[src/rtl/lag_meter.sv]
// lag_meter: measures display input lag in microseconds from frame_start to debounced photodiode light.
module lag_meter #(
  parameter int US_DIV          = 74,
  parameter int DEBOUNCE_CYCLES = 16,
  parameter int TIMEOUT_US      = 250000
) (
  input  logic        clock,
  input  logic        reset,
  input  logic        frame_start,
  input  logic        sensor,
  output logic [17:0] lag_us,
  output logic        lag_valid,
  output logic [17:0] lag_avg_us,
  output logic        avg_valid,
  output logic        timeout,
  output logic        busy
);
  localparam int PW = $clog2(US_DIV);
  localparam int DW = $clog2(DEBOUNCE_CYCLES + 1);
  typedef enum logic [1:0] {IDLE, MEASURE, HOLDOFF} state_t;
  state_t state;
  logic [1:0] sync;
  logic deb;
  logic [DW-1:0] deb_cnt;
  logic [PW-1:0] pre;
  logic [17:0] us;
  logic [21:0] acc;
  logic [3:0] cnt;
  logic pre_wrap;
  logic [17:0] us_nx;
  logic [21:0] acc_nx;
  logic deb_hit;
  assign pre_wrap = pre == PW'(US_DIV - 1);
  // us_nx counts the current cycle too, so the latched lag is floor((N+D)/US_DIV)
  assign us_nx    = us + 18'(pre_wrap);
  assign acc_nx   = acc + 22'(us_nx);
  assign deb_hit  = deb_cnt == DW'(DEBOUNCE_CYCLES - 1);
  always_ff @(posedge clock or negedge reset) begin
    if (!reset) begin
      sync    <= '0;
      deb     <= 1'b0;
      deb_cnt <= '0;
    end else begin
      sync    <= {sync[0], sensor};
      deb     <= (sync[1] != deb && deb_hit) ? sync[1] : deb;
      deb_cnt <= (sync[1] != deb && !deb_hit) ? deb_cnt + DW'(1) : '0;
    end
  end
  always_ff @(posedge clock or negedge reset) begin
    if (!reset) begin
      state      <= IDLE;
      pre        <= '0;
      us         <= '0;
      acc        <= '0;
      cnt        <= '0;
      lag_us     <= '0;
      lag_valid  <= 1'b0;
      lag_avg_us <= '0;
      avg_valid  <= 1'b0;
      timeout    <= 1'b0;
      busy       <= 1'b0;
    end else begin
      lag_valid <= 1'b0;
      avg_valid <= 1'b0;
      timeout   <= 1'b0;
      case (state)
        IDLE: begin
          // a frame_start while the screen already reads light is not a valid start
          if (frame_start && !deb) begin
            pre   <= '0;
            us    <= '0;
            state <= MEASURE;
            busy  <= 1'b1;
          end
        end
        MEASURE: begin
          pre <= pre_wrap ? '0 : pre + PW'(1);
          us  <= us_nx;
          if (deb) begin
            lag_us    <= us_nx;
            lag_valid <= 1'b1;
            state     <= HOLDOFF;
            cnt       <= cnt + 4'd1;
            acc       <= (cnt == 4'd15) ? '0 : acc_nx;
            if (cnt == 4'd15) begin
              lag_avg_us <= 18'(acc_nx >> 4);
              avg_valid  <= 1'b1;
            end
          end else if (us_nx == 18'(TIMEOUT_US)) begin
            timeout <= 1'b1;
            state   <= HOLDOFF;
          end
        end
        HOLDOFF: begin
          if (!deb) begin
            state <= IDLE;
            busy  <= 1'b0;
          end
        end
        default: begin
          state <= IDLE;
          busy  <= 1'b0;
        end
      endcase
    end
  end
endmodule

[config.mk]
export PLATFORM = sky130hd
export DESIGN_NAME = lag_meter
export DESIGN_NICKNAME = d
export VERILOG_FILES = /design/src/rtl/lag_meter.sv
export SDC_FILE = /design/constraint.sdc
export NUM_CORES = 1
export LEC_CHECK = 0
export ABC_AREA = 1
export CAP_MARGIN = 30
export CELL_PAD_IN_SITES_DETAIL_PLACEMENT = 0
export CELL_PAD_IN_SITES_GLOBAL_PLACEMENT = 1
export CORE_UTILIZATION = 47
export DETAILED_ROUTE_END_ITERATION = 10
export PLACE_DENSITY_LB_ADDON = 0.08
export SLEW_MARGIN = 20
export SYNTH_ARGS = -nofsm -noshare
export SYNTH_HDL_FRONTEND = slang
export SYNTH_SLANG_ARGS = --single-unit
export TNS_END_PERCENT = 20
[constraint.sdc]
create_clock -name clock -period 7.15 [get_ports clock]
set_input_delay 1.0725 -clock clock [delete_from_list [all_inputs] [get_ports clock]]
set_output_delay 1.0725 -clock clock [all_outputs]
set_load 0.02 [all_outputs]
# --- After elaboration in Yosys (flattened, before gate mapping) ---
# Index checks and enable logic that the tools add are counted.
totals:
  register_bits: 101
  inputBits: 4
  output_inout_bits: 40
  wordCells: 65
op_classes:
  addsub: 5
  n_eq_ne: 10
  n_mux: 23
  bitwise: 1
  n_reduce_logical: 12
op_table:
  columns: ["op", "n"]
  rows:
  - ["$pmux W18 S2", 1]
  - ["$add A22 B18 Y22", 1]
  - ["$mux W22", 1]
  - ["$add A18 B1 Y18", 1]
  - ["$eq A18 B18 Y1 const B", 1]
  - ["$mux W18", 1]
  - ["$mux W7", 2]
  - ["$pmux W7 S2", 1]
  - ["$mux W1", 10]
  - ["$reduce_and A3 Y1", 3]
  - ["$mux W2", 4]
  - ["$add A7 B1 Y7 const B", 1]
  - ["$eq A7 B7 Y1 const B", 1]
  - ["$pmux W2 S3", 1]
  - ["$add A5 B1 Y5 const B", 1]
  - ["$eq A5 B4 Y1 const B", 1]
  - ["$mux W5", 1]
  - ["$add A4 B1 Y4 const B", 1]
  - ["$eq A4 B4 Y1 const B", 1]
  - ["$ne A2 B2 Y1 const B", 2]
  - ["$reduce_and A2 Y1", 2]
  - ["$logic_and A1 B1 Y1", 3]
  - ["$ne A3 B3 Y1 const B", 1]
  - ["$pmux W1 S3", 1]
  - ["7 further kinds", 8]

# --- Logic depth before layout (Yosys ltp) ---
depth:
  ltp_word: 6
  mapped_depth: 24
  depth_no_buf: 24

# --- Worst setup path before layout ---
# No wires, ideal clock.
synth_path:
  path_type: "reg-to-reg"
  start: "register pre[1]"
  end: "register acc[8]"
  setup_time_ps: 122
  t_arrival_ps: 2766
  t_required_ps: 7028
  setup_slack_ps: 4263
  stages_incl_launch_ff: 16
  path_buffers: 0
  period_less_slack_ps: 2887
  path_cell_list: "dfrtp_1 -> inv_1 -> ha_1 -> nand4_1 -> inv_1 -> ha_1 -> nand3_2 -> nor2_4 -> xor2_2 -> inv_1 -> ha_1 -> a21oi_1 -> o21a_1 -> nand2_1 -> or2_2 -> a32o_1"
synth_between:
  elab_chain_len: 4
synth_lines:
  columns: ["item", "line", "text"]
  rows:
  - ["start, declared", "25", "logic [PW-1:0] pre;"]
  - ["start signal, assigned", "77", "pre <= pre_wrap ? '0 : pre + PW'(1);"]
  - ["$eq A7 B7 Y1", "33", "assign pre_wrap = pre == PW'(US_DIV - 1);"]
  - ["$add A18 B1 Y18", "35", "assign us_nx = us + 18'(pre_wrap);"]
  - ["named net us_nx[5]", "30", "logic [17:0] us_nx;"]
  - ["$add A22 B18 Y22", "36", "assign acc_nx = acc + 22'(us_nx);"]
  - ["$mux W22", "84", "acc <= (cnt == 4'd15) ? '0 : acc_nx;"]
  - ["end signal, assigned", "84", null]
  - ["end, declared", "27", "logic [21:0] acc;"]
# The timed path passes the listed nets, and every way through them passes these cells.
# A chain may end at the register's enable or synchronous reset.

# --- Worst setup path after layout ---
layout_path:
  start: "register pre[1]"
  end: "register acc[15]"
# The elaborated chain is that of the path after synthesis.

==> flow_summary.toml <==
[clock_network]
postCtsSetupBuffers = 0
clock-sinks = 101
cts_tree = "done"
cts_htree_levels = 3
cts_buffer_depth = 2
cts_hold_buffers = 0
ctsResizeCount = 0
clkTransAtPathRegs_ps = 70
cts_root_buf = "clkbuf_16"
clkLatencyLatePin_ps = 360
cts_buffers = 9

[setup_path]
critical_path.startpoint = "pre[1]"
r2r_slack_ps = 3650
cp_max_fo = 4
cp.required_ps = 7390
crit_type = "flop to flop"
crit_chain = "inv_1 -> ha_1 -> nand4_1 -> inv_1 -> ha_1 -> nand2_2 -> inv_2 -> nand2_2 -> clkinv_1 -> nand3_1 -> nand2_1 -> inv_1 -> ha_1 -> a21oi_1 -> a21boi_0 -> nor2_1 -> nor2_1 -> nand3_1 -> nand3_1 -> nand2_1"
r2r-start = "pre[1]"
arrival_ps = 3740
reg2reg_depth = 20
slowest_stage = "a21boi_0"
cp_slowest_stage_delay_ps = 520
end_kind = "flop"
critPathCapture = "acc[15]"
start_kind = "flop"
reg2reg_to = "acc[15]"

[status]
violations = "design-rule violations"
status = "complete, but fails checks"

[grt]
antenna_found_initial = 0
track_usage_pct = 23.8
grt_max_degree = 63
grt_pass1_vias = 4621
grt-ovfl-total = 0
grt_pass1_wl_um = 23400

[power]
leakagePower_nw = 3.23
p_sw_w = 0.000622
pwr-share-comb_pct = 29.0
internal-power_w = 0.00107
ir_drop_mv = 0.172
p_clk_share_pct = 30.0
p_seq_share_pct = 41.0
p_sw_share_pct = 36.8
p_per_area_nw_per_um2 = 259

[sta]
fin_crit_ps = 3500
fin_crit_sh_pct = 49.0
final_max_slew_viol_count = 0
max_freq_mhz = 286
finalSetupViolCount = 0
tightestPinTransition_ps = 878
layout_setup_ws_ps = 3650
rsz0062_at_grt = "no"
finalHoldViolations = 0
finClkSkew_ps = 7.79
slew_headroom_pct = 41.3
setup_tns_ps = 0

[place]
place_hpwl_um = 10500
portBuffers = 43
pre_cts_ws_ps = 3720
postPlaceCellArea_um2 = 6240
dp_cells = 887
globalplace.congestion = 0.909

[synthesis]
synth_area_per_cell_um2 = 7.97
synth.distinct_cells = 43
synthesis.area_um2 = 5690
yosys.area.top_type = "dfrtp_1"
synthTopCellsByArea = "dfrtp_1 (44%), nand2_1 (14%), ha_1 (6.8%), inv_1 (4.9%), o21ai_0 (4.8%)"
yosysMostFrequentCell = "nand2_1"
ys_seq_area_share_pct = 44.4
synth_cells = 714
synth_commonest_cells = "nand2_1 (206), dfrtp_1 (101), inv_1 (75)"
yosysWarnings = 0
ys.flop_type = "dfrtp_1"
syn_nets = 750
synth.ff_latch_count = 101
synth_edf_count = 0
synth_top_area_share_pct = 44.4
async_flop_share_pct = 100

[drt]
wl_um = 14100
drt-initial-drc-count = 339
detail_route.wl_per_cell_um = 15.7
vias = 4846
ant_nets = 0
drc = 2
first_pass_iters = 10
viasPerCell = 5.37

[final_layout]
drive_gt1_share_pct = 6.84
antenna_cells = 0
fin_cells = 903
fill_cells = 1092
fin_area_um2 = 6540
layout.nets = 791
syn2layout_area_growth_pct = 14.9
final_core_util_pct = 56.3

[floorplanning]
die_area_um2 = 12500
io_pins = 44
fp.dieH_um = 112
num_rows = 39
initial_core_util_pct = 49.0
fp.coreArea_um2 = 11600
dieWidth_um = 112

[min_path]
hold_path.class = "flop to flop"
min_path_cells = 0

[flow_run]
drv_cap = 0
layer usage:
layer	share of wire, %	track usage, %
met3	4.4	5.35
met5	0	0
met1	49	33.5
met2	45	37.3
met4	0.93	6.13
sequential cells by signal, summed over array words and instances (netlist names):
name / flops
lag_us: 18
pre: 7
cnt: 4
sync: 2
us: 18
acc: 22
lag_valid: 1
state: 2
timeout: 1
deb_cnt: 5
deb: 1
lag_avg_us: 18
busy: 1
avg_valid: 1
power groups by stage:
stage | Combinational, W | Clock (W) | Sequential [W]
after CTS | 0.000494 | 0.000520 | 0.000693
final | 0.000490 | 0.000507 | 0.000693
after global routing | 0.000547 | 0.000539 | 0.000703
after detailed placement | 0.000491 | 0 | 0.000703
after global placement | 0.000479 | 0 | 0.000702
after floorplan | 0.000369 | 0 | 0.000692
worst max-delay path: cells and delay by family (launching register included):
kind	cells	cell delay, ps
simple gates	10	1090
fa+ha+maj	3	660
flops	1	400
compound gates	2	730
buf+inv	5	500
area by class of cell:
cell class                 instances  area (um^2)  share of cell area, %
clock buffer                      11          243                   3.71
clock inverter                     5         58.8                  0.899
inverter                          79          297                   4.54
multi-input combinational        519         2790                   42.7
sequential                       101         2530                   38.7
tap                              143          179                   2.74
timing repair buffer              45          443                   6.77
per-stage QoR:
step / hold WS [ps] / power [W]
3_3_place_gp: 334 / 0.00118
4_1_cts: 366 / 0.00171
5_1_grt: 375 / 0.00179
6_report: 361 / 0.00169
2_1_floorplan: 331 / 0.00106
3_5_place_dp: 350 / 0.00119
how the worst min path moves through the flow:
stage / from / endpoint / slack [ps]
floorplan: sync[0] / sync[1] / 330
global placement: sync[0] / sync[1] / 330
detailed placement: sync[0] / sync[1] / 350
CTS: sync[0] / sync[1] / 370
global route: sync[0] / sync[1] / 380
finish: sync[0] / sync[1] / 360
logic make-up after synthesis:
family                   synth area share, %
adder cells (fa/ha/maj)                 7.17
buffers and inverters                   6.51
AND/OR/NAND/NOR                         27.9
flip-flops                              44.4
AO/OA/AOI/OAI                           11.6
XOR/XNOR                                2.44
cells in the final DEF, fill, tap and decap left out, types with 2 or more instances in the layout:
| master | netlist | layout |
|---|---|---|
| xnor2_1 | 8 | 8 |
| a22o_1 | 2 | 2 |
| nand3_2 | 3 | 3 |
| inv_1 | 75 | 75 |
| nand2_1 | 206 | 206 |
| dfrtp_1 | 101 | 101 |
| a21oi_2 | 2 | 2 |
| clkbuf_16 | 0 | 9 |
| a21oi_1 | 21 | 21 |
| ha_1 | 31 | 31 |
| a21boi_0 | 3 | 3 |
| clkinvlp_4 | 0 | 2 |
| nand3b_1 | 7 | 7 |
| nor2_2 | 6 | 6 |
| nand4_1 | 13 | 13 |
| xor2_1 | 6 | 6 |
| o22ai_1 | 19 | 19 |
| nand3_1 | 49 | 49 |
| a32o_1 | 2 | 2 |
| nand2_2 | 9 | 9 |
| nor2_4 | 4 | 4 |
| buf_4 | 3 | 3 |
| nor3_1 | 4 | 4 |
| inv_2 | 3 | 3 |
| o21a_1 | 2 | 2 |
| o21bai_1 | 2 | 2 |
| nor2_1 | 49 | 49 |
| or2_2 | 3 | 3 |
| clkdlybuf4s50_1 | 0 | 42 |
| o21ai_0 | 55 | 55 |
Power figures use the tool's default switching activity.
